--- config.mk ---
export PLATFORM = sky130hd
export DESIGN_NAME = pc_ctrl
export DESIGN_NICKNAME = d
export VERILOG_FILES = /design/src/rtl/pc_ctrl.sv
export SDC_FILE = /design/constraint.sdc
export NUM_CORES = 1
export LEC_CHECK = 0
export ABC_AREA = 1
export BUFFER_PORTS_ARGS = -buffer_cell sky130_fd_sc_hd__buf_4
export CAP_MARGIN = 20
export CORE_UTILIZATION = 47
export DETAILED_ROUTE_END_ITERATION = 10
export GPL_TIMING_DRIVEN = 0
export HOLD_SLACK_MARGIN = 0.12
export MAX_ROUTING_LAYER = met4
export PLACE_DENSITY = 0.84
export SLEW_MARGIN = 20
export SYNTH_ARGS = -nofsm -noshare
export SYNTH_HDL_FRONTEND = slang
export SYNTH_SLANG_ARGS = --single-unit
--- constraint.sdc ---
create_clock -name clk -period 2.4 [get_ports clk]
set_input_delay 0.12 -clock clk [delete_from_list [all_inputs] [get_ports clk]]
set_output_delay 0.12 -clock clk [all_outputs]
set_load 0.01 [all_outputs]
--- src/rtl/pc_ctrl.sv ---
// Fetch-stage program-counter controller: picks the next fetch address from
// sequential, branch, jump or jr, honouring a single MIPS delay slot.
module pc_ctrl #(
    parameter logic [31:0] RESET_PC = 32'h0000_3000,
    parameter int unsigned PC_STEP  = 4
) (
    input  logic        clk,
    input  logic        reset,
    input  logic        stall,
    input  logic        imem_ready,
    input  logic        id_fire,
    input  logic [31:0] id_pc,
    input  logic        is_branch,
    input  logic        branch_in,
    input  logic [15:0] branch_imm,
    input  logic        jump,
    input  logic [25:0] jump_index,
    input  logic        jr,
    input  logic [31:0] jr_target,
    output logic [31:0] pc_out,
    output logic        pc_req,
    output logic        redirect_pending
);

    typedef enum logic {
        RUN,
        PENDING
    } state_e;

    state_e      state_q, state_d;
    logic [31:0] pc_q, pc_d;
    logic [31:0] pending_target_q, pending_target_d;
    logic        pc_req_q;

    logic        advance;
    logic        redirect;
    logic [31:0] seq_pc;
    logic [31:0] branch_off;
    logic [31:0] target;

    assign advance    = pc_req_q & imem_ready & ~stall;
    assign redirect   = id_fire & (jr | jump | (is_branch & branch_in));
    assign seq_pc     = id_pc + 32'd4;
    assign branch_off = {{14{branch_imm[15]}}, branch_imm, 2'b00};

    // jr wins over jump, which wins over a taken branch.
    always_comb begin
        if (jr) begin
            target = jr_target;
        end else if (jump) begin
            target = {seq_pc[31:28], jump_index, 2'b00};
        end else begin
            target = seq_pc + branch_off;
        end
    end

    // NOTE: every signal gets a default first so no path leaves it unassigned,
    // which would otherwise infer a latch.
    always_comb begin
        state_d          = state_q;
        pc_d             = pc_q;
        pending_target_d = pending_target_q;
        unique case (state_q)
            RUN: begin
                if (advance) begin
                    pc_d = redirect ? target : pc_q + 32'(PC_STEP);
                end else if (redirect) begin
                    // Delay slot not fetched yet: remember where to go afterwards.
                    pending_target_d = target;
                    state_d          = PENDING;
                end
            end
            PENDING: begin
                if (advance) begin
                    pc_d    = pending_target_q;
                    state_d = RUN;
                end
            end
            default: state_d = RUN;
        endcase
    end

    // NOTE: sequential state uses non-blocking assignments so every register
    // samples the pre-edge values, independent of statement order.
    always_ff @(posedge clk) begin
        if (reset) begin
            state_q          <= RUN;
            pc_q             <= RESET_PC;
            pending_target_q <= '0;
            pc_req_q         <= 1'b0;
        end else begin
            state_q          <= state_d;
            pc_q             <= pc_d;
            pending_target_q <= pending_target_d;
            pc_req_q         <= 1'b1;
        end
    end

    assign pc_out           = pc_q;
    assign pc_req           = pc_req_q;
    assign redirect_pending = (state_q == PENDING);

endmodule

# Word level (Yosys, flattened, before mapping)
# Cells that the tools add are included.
# op_classes
n_bitwise	9
n_mux	11
addsub	3
eq_ne	2
n_reduce_logical	2
# ops
operator	n
32-bit 2-to-1 mux	5
32-bit by 3-bit adder with 32-bit output, second input constant	2
32-bit case mux with 2 select lines	1
32-bit adder	1
1-bit bitwise AND	4
1-bit 2-to-1 mux	4
1-bit NOT	3
3-bit AND reduction	1
2-bit by 1-bit inequality test with 1-bit output, second input constant	1
2-bit inequality test, second input constant	1
1-bit OR	2
1-bit case mux with 2 select lines	1
2-bit AND reduction	1
# word_totals
ff_bits	66
out_inout_bits	34
in_bits	115
word_cells	31

# Longest topological paths before layout
# depth
word_depth	7
ltp_mapped	27
depth_no_buf	27

# Least setup slack after synthesis
# OpenSTA, ideal clock, no wires.
# synth_timing
kind	input -> register
from	input id_pc[2]
to	register pc_q[31] (netlist: pc_out[31])
n_path_buf	0
t_arrival_ns	2.548
path_stages	25
path_slack_ns	-0.260
setup_ns	0.112
required_time_ns	2.288
cell_sequence	ha_1 -> nand2_1 -> nor2_2 -> nand3_1 -> nor3_1 -> nand2_1 -> nor2_1 -> xor2_1 -> inv_1 -> ha_1 -> nand2_1 -> nor2_1 -> nand2_1 -> inv_1 -> nand2_1 -> nand2_1 -> a21oi_1 -> nand2_1 -> nand3_1 -> nand2_1 -> nand2_1 -> nand2_1 -> nand2_1 -> nand2_1 -> nand2_1
# synth_between
elab_chain_cells	7
# synth_lines
element	line_no	text
start, declared	12	input logic [31:0] id_pc,
32-bit by 3-bit adder with 32-bit output (*)	43	assign seq_pc = id_pc + 32'd4;
32-bit adder	53	target = seq_pc + branch_off;
32-bit 2-to-1 mux (*)	50	end else if (jump) begin
32-bit 2-to-1 mux (*)	48	if (jr) begin
32-bit 2-to-1 mux (*)	66	pc_d = redirect ? target : pc_q + 32'(PC_STEP);
32-bit 2-to-1 mux (*)	65	if (advance) begin
32-bit case mux with 2 select lines (*)	63	unique case (state_q)
end signal, assigned	93	pc_q <= pc_d;
end, declared	31	logic [31:0] pc_q, pc_d;
# Every way passes the cells marked *; elsewhere a longest branch is shown, timed or not. The select of a mux whose other input is x is not followed.
# A chain may end at the register's enable or synchronous reset.

# Final worst setup path
# layout_timing
from	input id_pc[2]
to	register pending_target_q[25]
# layout_between
elab_chain_cells	4
# layout_lines
element	line_no	text
32-bit by 3-bit adder with 32-bit output	43	
32-bit adder	53	
32-bit 2-to-1 mux	50	
32-bit 2-to-1 mux	48	
end signal, assigned	94	pending_target_q <= pending_target_d;
end, declared	32	logic [31:0] pending_target_q, pending_target_d;
# No other way between the ends.

==> flow_summary.toml <==
[pwr]
power_mw = 4.17
p_leak_nw = 4.63
power-per-cell-area_nw_per_um2 = 432
vdd_ir_drop_max_uv = 370

[global_routing]
grt_usage_pct = 32.4
grt_max_degree = 21
grt_pass1_vias = 7778
grt_pass1_wl_mm = 36.8
overflow = 0
antenna_found_initial = 0

[floorplan]
fp.dieArea_um2 = 15000
io_pins = 149
start_util_pct = 48.6
die_y_um = 122
rows = 43
core_um2 = 14000
die_w_um = 122

[timing]
timing.final.ws_setup_ns = -0.337
rsz0062_at_grt = "true"
setup_viol = 27
report.final.slew_viol_count = 0
fmax_mhz = 365
tightest_slew_ns = 0.601
fin_skew_ns = 0.00364
min_period_over_period_pct = 114
finalHoldViolCount = 0
max-slew-margin-rel_pct = 59.9
min_period_ns = 2.74

[detailed_routing]
vias = 8551
routedWlPerCell_um = 16.5
finalWirelength_mm = 25.2
ant_nets = 0
drc = 0
drt_iter0_markers = 757
avgViaCountPerCell = 5.60
drt_first_pass_iters = 6

[setup_path]
path_cells = "buf_8, ha_4, nand2_4, nor2_4, nand3_4, nor3_4, nand2_1, xor2_1, ha_2, nand2_4, nor2_4, inv_2, nor3_4, nand3_2, nand4_1, nand3_1, nand2_1, nand2_1, o21ai_0, inv_1"
ff2ff_setup_slack_ns = 0.41
end_kind = "flip-flop"
startpoint_type = "input pin"
critPathMostFrequentCell = "nand2_1"
reg2reg_from = "pc_out[14]$_SDFFE_PP0P_"
slowest_stage = "ha_2"
worstPathRequired_ns = 2.63
cpPeakStageDelay_ns = 0.46
rr_worst_depth = 9
regToRegEndpoint = "pc_out[23]$_SDFFE_PP0P_"
path_max_fanout = 4
crit_start = "id_pc[2]"
path_class = "input pin to flip-flop"
cp-endpoint = "pending_target_q[25]$_SDFFE_PP0P_"
arrival_ns = 2.96

[logic_synthesis]
synth_top_family_by_area = "simple AND/OR/NAND/NOR gates"
synthSimpleGateAreaFrac_pct = 37.6
syn_area_um2 = 6820
yosys-mux-area-fraction_pct = 0
synth_fp_nets = 1307
yosys_warnings = 0
yosysSeqAreaShare_pct = 19.4
synth_compound_area_share_pct = 18.1
synth_xor_area_share_pct = 8.22
yosys.area_share.adder_pct = 6.90
postSynthAreaPerCell_um2 = 5.90
synthCells = 1155
synth_seq_cells = 66
synth_cell_type_count = 46

[clock_network]
cts_hold_buf = 0
clkLatencyLatePin_ns = 0.34
cts_buffer_depth = 2
clock_sinks = 66
path_clk_slew_ns = 0.05
cts_max_level = 3
cts_tree = "yes"
cts_root_buffer = "clkbuf_16"
numCtsBuffers = 9

[layout]
drive_gt1_share_pct = 31.3
finish.instance_area_um2 = 9650
antenna_cells = 0
syn2layout_area_growth_pct = 41.5
nets = 1494

[run_status]
outcome = "finished, violations left"
violations = "setup timing"

[run]
cap_viol_max_count = 0

[min_path]
hp-class = "input pin to flip-flop"
min_from = "jr_target[26]"

[placement]
gp_congestion = 0.991
portBuffers = 146
dpl-instance-area_um2 = 8230
place_ws_ns = -0.760
dp_hpwl_mm = 18.6
[cells by family (layout without fill, tap and decap cells)]
| family | count (synthesis) | after routing |
|---|---|---|
| buf+inv | 172 | 364 |
| xor+xnor | 64 | 64 |
| flops | 66 | 66 |
| fa+ha+maj | 37 | 37 |
| compound gates | 223 | 223 |
| simple gates | 593 | 593 |
[area by class of cell]
cell class	count	area, um2
clock inverter	2	10.0
inverter	134	508
sequential	66	1320
timing repair buffer	176	1380
buffer	38	163
tap	180	225
fill	1208	4400
clock buffer	14	274
multi-input combinational	917	5770
[cells in the final DEF, fill, tap and decap left out, drive strengths merged, types with 2 or more instances in the layout]
cell	n
inv	133
a221oi	13
a21oi	86
xor2	38
a21o	2
buf	189
nor3	22
nand4	10
o21bai	6
nand2	345
xnor2	26
a22oi	4
o21ai	101
a211oi	7
clkbuf	39
nor2	136
dfxtp	66
nor4	11
clkinv	3
nand3b	2
nand3	64
ha	36
[metrics by stage]
step	hold slack [ns]	TNS (ns)	util, %	instances
finish	0.107	-3.12	68.7	1527
global route	0.130	-8.53	68.7	1527
CTS	0.125	-2.14	62.9	1511
detailed placement	0.458	-22.19	58.6	1481
global placement	0.446	-21.14	58.6	1481
floorplan	0.337	-0.447	-	1155
[synthesized netlist by cell type, drive strengths merged]
cell type  count  area, um2
nor4          11       96.3
ha            36        450
o21ai        101        509
and3           1       6.26
a21oi         86        438
clkbuf        25        100
nand3b         2       15.0
inv          133        499
a32o           1       10.0
and2           1       6.26
o21bai         6       45.0
o211ai         1       7.51
nand3         64        353
o21a           1       7.51
fa             1       20.0
xnor2         26        228
nor3          22        115
nand4         10       62.6
a211oi         7       52.6
dfxtp         66       1320
a31oi          1       6.26
a21o           2       15.0
xor2          38        333
buf           13       62.6
nand2        345       1330
a221oi        13        114
clkinv         1       3.75
or2            1       6.26
a22oi          4       30.0
nor2         136        578
[worst min path at each step]
stage,to,slack (ns),cells past startpoint
after floorplan,pending_target_q[23]$_SDFFE_PP0P_,0.34,4
after global placement,pending_target_q[28]$_SDFFE_PP0P_,0.45,5
after detailed placement,pending_target_q[28]$_SDFFE_PP0P_,0.46,5
after CTS,pending_target_q[23]$_SDFFE_PP0P_,0.12,5
after global routing,pending_target_q[23]$_SDFFE_PP0P_,0.13,5
final,pending_target_q[26]$_SDFFE_PP0P_,0.11,5
[sequential cells by signal, summed over array words and instances, names as in the netlist]
name and flops:
pending_target_q 32, redirect_pending 1, pc_req 1, pc_out 32
[report_power, final]
| part | internal [mW] | leakage (nW) | switching [mW] |
|---|---|---|---|
| sequential | 1.18 | 0.543 | 0.0717 |
| combinational | 0.663 | 3.95 | 1.00 |
| clock | 0.780 | 0.143 | 0.476 |
[layer usage]
metal	wire length [um]	vias up	GRT usage (%)
li1	-	4132	-
met1	9680	3914	37.8
met2	12600	395	55.8
met3	1500	110	2.79
met4	1450	0	15.7
met5	0	-	-
[repair_timing]
action / CTS / global route
gates cloned: 0 / 0
endpoints found under the setup margin: 38 / 42
gates resized for setup: 55 / 184
buffers inserted: 14 / 16
pin swaps: 34 / 77
[critical path, delay by kind of cell]
family / cells / cell delay (ns)
AO/OA/AOI/OAI: 1 / 0.16
XOR/XNOR: 1 / 0.17
adder cells (fa/ha/maj): 2 / 0.60
buffers and inverters: 3 / 0.21
AND/OR/NAND/NOR: 13 / 1.68
Note: power is estimated with default switching activity, not from simulation.
